## src/rtl/muldiv_pkg.sv

```systemverilog
// muldiv_pkg: op encodings, FSM state type and op-class helpers for muldiv_unit
package muldiv_pkg;
  localparam logic [2:0] OP_MUL   = 3'd0;
  localparam logic [2:0] OP_MULH  = 3'd1;
  localparam logic [2:0] OP_MULHU = 3'd2;
  localparam logic [2:0] OP_DIV   = 3'd3;
  localparam logic [2:0] OP_MOD   = 3'd4;
  localparam logic [2:0] OP_DIVU  = 3'd5;
  localparam logic [2:0] OP_MODU  = 3'd6;
  typedef enum logic [1:0] {S_IDLE, S_MUL, S_DIV, S_DONE} state_t;
  function automatic logic is_div(input logic [2:0] op);
    return op inside {OP_DIV, OP_MOD, OP_DIVU, OP_MODU};
  endfunction
  function automatic logic is_signed_op(input logic [2:0] op);
    return !(op inside {OP_MULHU, OP_DIVU, OP_MODU});
  endfunction
  function automatic logic is_rem(input logic [2:0] op);
    return op inside {OP_MOD, OP_MODU};
  endfunction
endpackage

```

## src/rtl/muldiv_if.sv

```systemverilog
// muldiv_if: request/response handshake bundle for muldiv_unit, flush included
interface muldiv_if #(parameter int WIDTH = 32);
  logic             flush;
  logic             in_valid;
  logic             in_ready;
  logic [2:0]       in_op;
  logic [WIDTH-1:0] in_src1;
  logic [WIDTH-1:0] in_src2;
  logic             out_valid;
  logic             out_ready;
  logic [WIDTH-1:0] out_result;
  modport master(output flush, in_valid, in_op, in_src1, in_src2, out_ready,
                 input in_ready, out_valid, out_result);
  modport slave(input flush, in_valid, in_op, in_src1, in_src2, out_ready,
                output in_ready, out_valid, out_result);
endinterface

```

## src/rtl/muldiv_div_core.sv

```systemverilog
// muldiv_div_core: unsigned restoring divider, one quotient bit per cycle over WIDTH cycles
module muldiv_div_core #(
  parameter int WIDTH = 32,
  parameter int CNT_W = $clog2(WIDTH + 1)
) (
  input  logic             clk,
  input  logic             reset,
  input  logic             start,
  input  logic [WIDTH-1:0] dividend,
  input  logic [WIDTH-1:0] divisor,
  output logic             last,
  output logic [WIDTH-1:0] q_next,
  output logic [WIDTH-1:0] r_next
);
  logic [WIDTH:0]   rem, rem_n;
  logic [WIDTH-1:0] quo, dvs;
  logic [CNT_W-1:0] cnt;
  logic [WIDTH+1:0] rem_sh, diff;
  logic             ge;
  // One extra guard bit on the subtraction so the borrow is the sign
  assign rem_sh = {rem, quo[WIDTH-1]};
  assign diff   = rem_sh - {2'b00, dvs};
  assign ge     = ~diff[WIDTH+1];
  assign rem_n  = ge ? diff[WIDTH:0] : rem_sh[WIDTH:0];
  assign q_next = {quo[WIDTH-2:0], ge};
  assign r_next = rem_n[WIDTH-1:0];
  assign last   = cnt == CNT_W'(1);
  always_ff @(posedge clk or posedge reset) begin
    if (reset) begin
      rem <= '0;
      quo <= '0;
      dvs <= '0;
      cnt <= '0;
    end else if (start) begin
      rem <= '0;
      quo <= dividend;
      dvs <= divisor;
      cnt <= CNT_W'(WIDTH);
    end else if (cnt != '0) begin
      rem <= rem_n;
      quo <= q_next;
      cnt <= cnt - CNT_W'(1);
    end
  end
endmodule

```

## src/rtl/muldiv_unit.sv

```systemverilog
// muldiv_unit: multi-cycle MUL/MULH/MULHU/DIV/MOD/DIVU/MODU unit with valid/ready and flush
// Optional MULDIV_DIVZERO_BYPASS_EN: divide-by-zero result produced at accept (1-cycle latency)
module muldiv_unit
  import muldiv_pkg::*;
#(
  parameter int WIDTH = 32,
  parameter int CNT_W = $clog2(WIDTH + 1)
) (
  input logic     clk,
  input logic     reset,
  muldiv_if.slave bus
);
  state_t state, state_n;
  logic [2:0]         op;
  logic [WIDTH-1:0]   a, b, result, mag1, mag2, q_next, r_next, div_res, mul_res, byp_res;
  logic               s1, s2, in_s1, in_s2, div_in, accept, last, byp;
  logic [2*WIDTH-1:0] x1, x2, prod;
  assign div_in = is_div(bus.in_op);
  assign in_s1  = is_signed_op(bus.in_op) & bus.in_src1[WIDTH-1];
  assign in_s2  = is_signed_op(bus.in_op) & bus.in_src2[WIDTH-1];
  assign mag1   = in_s1 ? -bus.in_src1 : bus.in_src1;
  assign mag2   = in_s2 ? -bus.in_src2 : bus.in_src2;
  assign accept = state == S_IDLE && bus.in_valid && !bus.flush;
`ifdef MULDIV_DIVZERO_BYPASS_EN
  logic rem_in;
  assign rem_in  = is_rem(bus.in_op);
  assign byp     = div_in && bus.in_src2 == '0;
  assign byp_res = rem_in ? bus.in_src1 : (in_s1 ? {{(WIDTH-1){1'b0}}, 1'b1} : '1);
`else
  assign byp     = 1'b0;
  assign byp_res = '0;
`endif
  muldiv_div_core #(.WIDTH(WIDTH), .CNT_W(CNT_W)) u_div (
    .clk(clk), .reset(reset), .start(accept && div_in && !byp),
    .dividend(mag1), .divisor(mag2), .last(last), .q_next(q_next), .r_next(r_next)
  );
  // Operands kept raw; s1/s2 double as sign-extension bits for the multiply
  assign x1      = {{WIDTH{s1}}, a};
  assign x2      = {{WIDTH{s2}}, b};
  assign prod    = x1 * x2;
  assign mul_res = (op == OP_MULH || op == OP_MULHU) ? prod[2*WIDTH-1:WIDTH] : prod[WIDTH-1:0];
  assign div_res = is_rem(op) ? (s1 ? -r_next : r_next) : ((s1 ^ s2) ? -q_next : q_next);
  always_ff @(posedge clk or posedge reset) begin
    if (reset) state <= S_IDLE;
    else state <= state_n;
  end
  always_comb begin
    state_n = state;
    case (state)
      S_IDLE: if (bus.in_valid) state_n = div_in ? (byp ? S_DONE : S_DIV) : S_MUL;
      S_MUL:  state_n = S_DONE;
      S_DIV:  if (last) state_n = S_DONE;
      S_DONE: if (bus.out_ready) state_n = S_IDLE;
      default: state_n = S_IDLE;
    endcase
    if (bus.flush) state_n = S_IDLE;
  end
  always_ff @(posedge clk or posedge reset) begin
    if (reset) begin
      op     <= OP_MUL;
      a      <= '0;
      b      <= '0;
      s1     <= 1'b0;
      s2     <= 1'b0;
      result <= '0;
    end else begin
      if (accept) begin
        op <= bus.in_op;
        a  <= bus.in_src1;
        b  <= bus.in_src2;
        s1 <= in_s1;
        s2 <= in_s2;
      end
      if (accept && byp) result <= byp_res;
      if (state == S_MUL) result <= mul_res;
      if (state == S_DIV && last) result <= div_res;
    end
  end
  assign bus.in_ready   = state == S_IDLE;
  assign bus.out_valid  = state == S_DONE;
  assign bus.out_result = result;
endmodule

```

## src/flat_wrapper.sv

```systemverilog
// flat-port wrapper written by rule: the top's interface ports become plain ports
module muldiv_unit_flat import muldiv_pkg::*;
#(
  parameter int WIDTH = 32,
  parameter int CNT_W = $clog2(WIDTH + 1)
)
  (clk, reset, bus_flush, bus_in_valid, bus_in_op, bus_in_src1, bus_in_src2, bus_out_ready, bus_in_ready, bus_out_valid, bus_out_result);
  muldiv_if #(.WIDTH(WIDTH)) bus_i ();
  input logic clk;
  input logic reset;
  input wire logic [$bits(bus_i.flush)-1:0] bus_flush;
  input wire logic [$bits(bus_i.in_valid)-1:0] bus_in_valid;
  input wire logic [$bits(bus_i.in_op)-1:0] bus_in_op;
  input wire logic [$bits(bus_i.in_src1)-1:0] bus_in_src1;
  input wire logic [$bits(bus_i.in_src2)-1:0] bus_in_src2;
  input wire logic [$bits(bus_i.out_ready)-1:0] bus_out_ready;
  output wire logic [$bits(bus_i.in_ready)-1:0] bus_in_ready;
  output wire logic [$bits(bus_i.out_valid)-1:0] bus_out_valid;
  output wire logic [$bits(bus_i.out_result)-1:0] bus_out_result;
  assign bus_i.flush = bus_flush;
  assign bus_i.in_valid = bus_in_valid;
  assign bus_i.in_op = bus_in_op;
  assign bus_i.in_src1 = bus_in_src1;
  assign bus_i.in_src2 = bus_in_src2;
  assign bus_i.out_ready = bus_out_ready;
  assign bus_in_ready = bus_i.in_ready;
  assign bus_out_valid = bus_i.out_valid;
  assign bus_out_result = bus_i.out_result;
  muldiv_unit #(.WIDTH(WIDTH), .CNT_W(CNT_W)) u_core (.clk(clk), .reset(reset), .bus(bus_i));
endmodule
```

## config.mk

```make
export PLATFORM = sky130hd
export DESIGN_NAME = muldiv_unit_flat
export DESIGN_NICKNAME = d
export VERILOG_FILES = /design/src/rtl/muldiv_pkg.sv /design/src/rtl/muldiv_if.sv /design/src/rtl/muldiv_div_core.sv /design/src/rtl/muldiv_unit.sv /design/src/flat_wrapper.sv
export SDC_FILE = /design/constraint.sdc
export NUM_CORES = 2
export LEC_CHECK = 0
export BUFFER_PORTS_ARGS = -buffer_cell sky130_fd_sc_hd__clkbuf_2
export CAP_MARGIN = 10
export CORE_ASPECT_RATIO = 1.1
export CORE_MARGIN = 5
export CORE_UTILIZATION = 35
export CTS_CLUSTER_SIZE = 40
export DETAILED_ROUTE_END_ITERATION = 7
export PLACE_DENSITY = 0.55
export REMOVE_ABC_BUFFERS = 1
export SLEW_MARGIN = 0
export SYNTH_ARGS = -nofsm -noshare
export SYNTH_HDL_FRONTEND = slang
export SYNTH_SLANG_ARGS = --single-unit
```

## constraint.sdc

```tcl
create_clock -name clk -period 7.9 [get_ports clk]
set_clock_uncertainty 0.05 [all_clocks]
set_input_delay 1.58 -clock clk [delete_from_list [all_inputs] [get_ports clk]]
set_output_delay 1.58 -clock clk [all_outputs]
set_load 0.02 [all_outputs]
```

Word-level counts from Yosys, hierarchy flattened
Cells that the tools add are included.
- register bits: 206
- input port bits: 72
- output and inout bits: 34
- logic and storage cells: 74
- add/sub/neg operators: 6
- multipliers: 1
- equality and inequality tests: 16
- mux-type cells: 21
- bitwise operators: 4
- reduce and logical (&&, ||, !) cells: 15
- operators with widths (operator ; count):
    $mux 32 ; 10
    $neg 32->32 ; 4
    $mux 33 ; 3
    $mul 33x33->64 ; 1
    $sub 34x32->34 ; 1
    $eq 3x3->1 const B ; 5
    $mux 6 ; 2
    $mux 2 ; 5
    $eq 3x2->1 const B ; 3
    $pmux 2 s4 ; 1
    $eq 6x1->1 const B ; 1
    $ne 3x3->1 const B ; 2
    $reduce_bool 2->1 ; 3
    $reduce_bool 6->1 ; 1
    $sub 6x1->6 const B ; 1
    $eq 2x2->1 const B ; 2
    $logic_and 1x1->1 ; 4
    $reduce_bool 4->1 ; 1
    $eq 3x1->1 const B ; 1
    $ne 3x2->1 const B ; 1
    $reduce_and 3->1 ; 1
    $reduce_bool 3->1 ; 1
    $and 1x1->1 ; 2
    $eq 2x1->1 const B ; 1
    5 further kinds ; 6

Logic depth before layout (Yosys ltp)
- depth in word-level cells: 6
- gate-level depth with buffers: 33
- depth with buffers taken out: 31

Modules after synthesis
Synthesis repeated with hierarchy kept, for this count alone.
- cells, all modules: 5825
- area total of the unflattened synthesis: 52841.9 um2
- by module, submodules not included (module ; times used ; cells each ; area each (um2) ; sequential area each (um2)):
    muldiv_unit ; 1 ; 5035 ; 45854.0 ; 2577.5
    muldiv_div_core ; 1 ; 790 ; 6988.0 ; 2577.5

Worst setup path before layout
No wires, ideal clock.
- path kind: reg-to-reg
- start point: reg u_core.s1
- end point: reg u_core.result[25] (netlist: u_core.bus.out_result[25])
- library setup time: 0.139 ns
- data arrival time: 8.158 ns
- required time: 7.711 ns
- slack: -0.448 ns
- cell stages (with the launch flop): 27
- path buffers: 4
- clock period less this slack: 8.348 ns
- cells stage by stage: dfrtp_1 clkbuf_1 buf_1 clkbuf_1 and2_1 fa_1 fa_1 fa_1 fa_1 fa_1 fa_1 fa_1 inv_1 fa_1 inv_1 ha_1 clkbuf_1 nand4_1 nor2_1 nand3_1 o311ai_0 a221o_1 a21oi_1 o21a_1 or3b_2 a211oi_1 a211oi_1
- cells in the longest elaborated chain, start to end: 4
- RTL lines (what ; line ; text):
    from (decl) ; muldiv_unit.sv:16 ; logic s1, s2, in_s1, in_s2, div_in, accept, last, byp;
    from (signal assigned) ; muldiv_unit.sv:71 ; s1 <= in_s1;
    $mul 33x33->64 / $xor 1x1->1 (equally long branches) ; muldiv_unit.sv:40, muldiv_unit.sv:42 ;
    $mux 32, on equally long branches ; muldiv_unit.sv:41, muldiv_unit.sv:42 ;
    $mux 32, on equally long branches ; muldiv_unit.sv:75, muldiv_unit.sv:42 ;
    $mux 32 * ; muldiv_unit.sv:76 ; if (state == S_DIV && last) result <= div_res;
    to (signal assigned) ; muldiv_unit.sv:74 ; if (accept && byp) result <= byp_res;
    to (signal assigned) ; muldiv_unit.sv:75 ; if (state == S_MUL) result <= mul_res;
    to (signal assigned) ; muldiv_unit.sv:76 ;
    to (decl) ; muldiv_unit.sv:15 ; logic [WIDTH-1:0] a, b, result, mag1, mag2, q_next, r_next, div_res, mul_res, byp_res;
Mark *: on every way between the ends. The rest lies on a longest branch, timed or not. The select of a mux whose other input is x is not followed.
A chain may end at the register's enable or synchronous reset.

Final worst setup path
- start point: reg u_core.b[2]
- end point: reg u_core.result[25] (netlist: u_core.bus.out_result[25])
- cells in the longest elaborated chain, start to end: 4
- RTL lines (what ; line ; text):
    from (decl) ; muldiv_unit.sv:15 ;
    from (signal assigned) ; muldiv_unit.sv:70 ; b <= bus.in_src2;
    $mul 33x33->64 ; muldiv_unit.sv:40 ; assign prod = x1 * x2;
    $mux 32 ; muldiv_unit.sv:41 ; assign mul_res = (op == OP_MULH || op == OP_MULHU) ? prod[2*WIDTH-1:WIDTH] : prod[WIDTH-1:0];
    $mux 32 ; muldiv_unit.sv:75 ;
    $mux 32 ; muldiv_unit.sv:76 ;
Every way passes these cells. The select of a mux whose other input is x is not followed.

==> results.json <==
{
  "dp_slack_ps": -758,
  "totalWireLength_um": 163000,
  "cts_buffers": 29,
  "slowest_delay_ps": 630,
  "endpoint": "u_core.bus.out_result[25]",
  "post_drt_via_cell_ratio": 5.04,
  "synth_edf_count": 0,
  "syn_to_final_growth_pct": 18.1,
  "grt-ovfl-total": 0,
  "reg2reg_slack_ps": -250,
  "reg2regPathDepth": 29,
  "cp.arrival_ps": 8540,
  "crit_fanout": 5,
  "ctsRootBufferMaster": "clkbuf_16",
  "insertion_delay_ps": 590,
  "die_h_um": 415,
  "worst_pin_slew_ps": 1150,
  "die_x_um": 379,
  "clk_pin_slew_ps": 60,
  "period_needed_ps": 8150,
  "postSynth.asyncResetShare_pct": 100,
  "drv_slew": 0,
  "syn-cell-area_um2": 52300,
  "synthCells": 5817,
  "crit_type": "reg2reg",
  "min_period_over_period_pct": 103,
  "multi_input_area_um2": 42900,
  "drt_pre_antenna_iters": 5,
  "io_pins": 106,
  "setup-tns-final_ps": -1520,
  "ys_warn_count": 0,
  "ctsHoldBuffers": 0,
  "most-common-layout-cells": "inv_1 (1102), fa_1 (1081), nand2_1 (772)",
  "grt_pass1_vias": 44200,
  "ys_seq_elements": 206,
  "start_util_pct": 35.3,
  "hold_ws_ps": 430,
  "port_buffers": 105,
  "layout_commonest_cell": "inv_1",
  "cp_common_cell": "fa_1",
  "fin_ws_ps": -245,
  "avgSynthCellArea_um2": 8.99,
  "cp_data_required_time_ps": 8300,
  "worstSetupStartpointType": "register",
  "fillers": 14700,
  "antenna_found_initial": 15,
  "wl_per_cell_um": 19.9,
  "layout.area.seq_um2": 5180,
  "utilization_pct": 41.7,
  "clkSinkCount": 206,
  "dieArea_um2": 157000,
  "grt_max_degree": 91,
  "clockBufferDepth": 3,
  "gp_congestion": 0.897,
  "fmax_mhz": 123,
  "coreArea_um2": 148000,
  "drt.antenna.violating_nets": 0,
  "h-tree-depth": 1,
  "crit_start": "u_core.b[2]",
  "drt_iter0_markers": 2520,
  "synth_seq_area_share_pct": 9.86,
  "outcome": "finished with violations",
  "drive_above_1_share_pct": 17.4,
  "cap_violations": 0,
  "critPathCaptureType": "register",
  "synthFlopType": "dfrtp_1",
  "grt_pass1_wl_um": 259000,
  "hold_viol": 0,
  "hp-class": "reg2reg",
  "r2r_end": "u_core.bus.out_result[25]",
  "r2r_start": "u_core.b[2]",
  "finalSetupViolations": 17,
  "row_count": 148,
  "finalNetCount": 7640,
  "dpl.hpwl_um": 136000,
  "synth.distinct_cells": 84,
  "grt.total_usage_pct": 21.0,
  "num_vias": 41100,
  "violations": "setup timing",
  "rsz0062_at_grt": "yes",
  "crit_slowest_cell": "fa_2",
  "cts_tree": "built",
  "timing.slew.headroom_pct": 22.9,
  "drc": 0
}
[cell usage after synthesis, types with 7 or more instances]
master | n | area share, %
nand2_1 | 780 | 5.6
nor2b_1 | 43 | 0.51
o211ai_1 | 40 | 0.57
a21oi_1 | 147 | 1.4
and2_1 | 545 | 6.5
clkbuf_1 | 308 | 2.2
o21bai_1 | 12 | 0.17
nor3b_1 | 7 | 0.10
fa_1 | 1126 | 43
xor2_1 | 84 | 1.4
mux2i_1 | 31 | 0.59
ha_1 | 254 | 6.1
o22ai_1 | 10 | 0.12
o31ai_1 | 20 | 0.29
a21o_1 | 54 | 0.78
nor3_1 | 49 | 0.47
xnor2_1 | 132 | 2.2
and3_1 | 20 | 0.24
nand3b_1 | 7 | 0.10
inv_1 | 1161 | 8.3
o21a_1 | 16 | 0.23
nor4_1 | 17 | 0.20
buf_1 | 9 | 0.065
nand2b_1 | 33 | 0.39
a211oi_1 | 56 | 0.80
or3_1 | 15 | 0.18
dfrtp_1 | 206 | 9.9
o21ai_0 | 167 | 1.6
mux2_2 | 62 | 1.3
nand3_1 | 24 | 0.23
nand4_1 | 20 | 0.24
a31oi_1 | 50 | 0.60
nor2_1 | 193 | 1.4
[worst max-delay path: cells and delay by family (launching register included)]
family          cells  cell delay, ps
fa+ha+maj           9            4420
buf+inv             7             580
flops               1             410
simple gates        4             750
compound gates      9            1770
[registers in the layout, summed over array words and instances (netlist names)]
| signal | cells |
|---|---|
| u_core.a | 32 |
| u_core.b | 32 |
| u_core.bus.out_result | 32 |
| u_core.op | 3 |
| u_core.s1 | 1 |
| u_core.s2 | 1 |
| u_core.state | 2 |
| u_core.u_div.cnt | 6 |
| u_core.u_div.dvs | 32 |
| u_core.u_div.quo | 32 |
| u_core.u_div.rem | 33 |
[what timing repair did]
action | 4_1_cts | 5_1_grt
setup buffers | 51 | 46
cloned | 4 | 1
pin swaps | 177 | 244
setup endpoints to repair | 29 | 29
gates resized for setup | 238 | 221
[cell type report]
class,instances,share of cell area [%]
inverter,1161,7.07
sequential,206,8.39
antenna,5,0.0203
multi-input combinational,4126,69.5
clock inverter,11,0.286
tap,1950,3.95
clock buffer,43,1.34
timing repair buffer,664,9.49
[worst min path at each step]
stage | start | to | slack, ps | cells past startpoint
after global routing | u_core.u_div.dvs[27] | u_core.u_div.dvs[27] | 450 | 2
after global placement | u_core.u_div.dvs[16] | u_core.u_div.dvs[16] | 420 | 2
after floorplan | u_core.u_div.dvs[10] | u_core.u_div.dvs[10] | 400 | 2
after detailed placement | u_core.u_div.dvs[22] | u_core.u_div.dvs[22] | 420 | 2
after CTS | u_core.u_div.dvs[22] | u_core.u_div.dvs[22] | 430 | 2
final | u_core.u_div.dvs[22] | u_core.u_div.dvs[22] | 430 | 2
[metal layers]
metal	GRT usage [%]	part of all wire [%]
met1	27.8	42
met2	36.4	50
met3	2.92	6.0
met4	4.81	2.6
met5	0	0.036
[cells by family after synthesis]
| group | Yosys count | synth area share [%] |
|---|---|---|
| adders and majority gates | 1380 | 49.2 |
| buffers and inverters | 1485 | 10.7 |
| muxes | 93 | 1.93 |
| xor gates and xnor gates | 216 | 3.62 |
| AOI/OAI and AO/OA | 656 | 8.04 |
| DFF | 206 | 9.86 |
| and+or+nand+nor | 1781 | 16.6 |
[metrics by stage]
stage	cell area [um2]	std cells
after detailed placement	58300	8016
after CTS	60700	8121
after global placement	58300	8016
final	61800	8166
after global routing	61700	8162
after floorplan	51000	5493
Power is not shown: default switching activity piles up to over one toggle a cycle in this logic, so the estimate is an artifact.
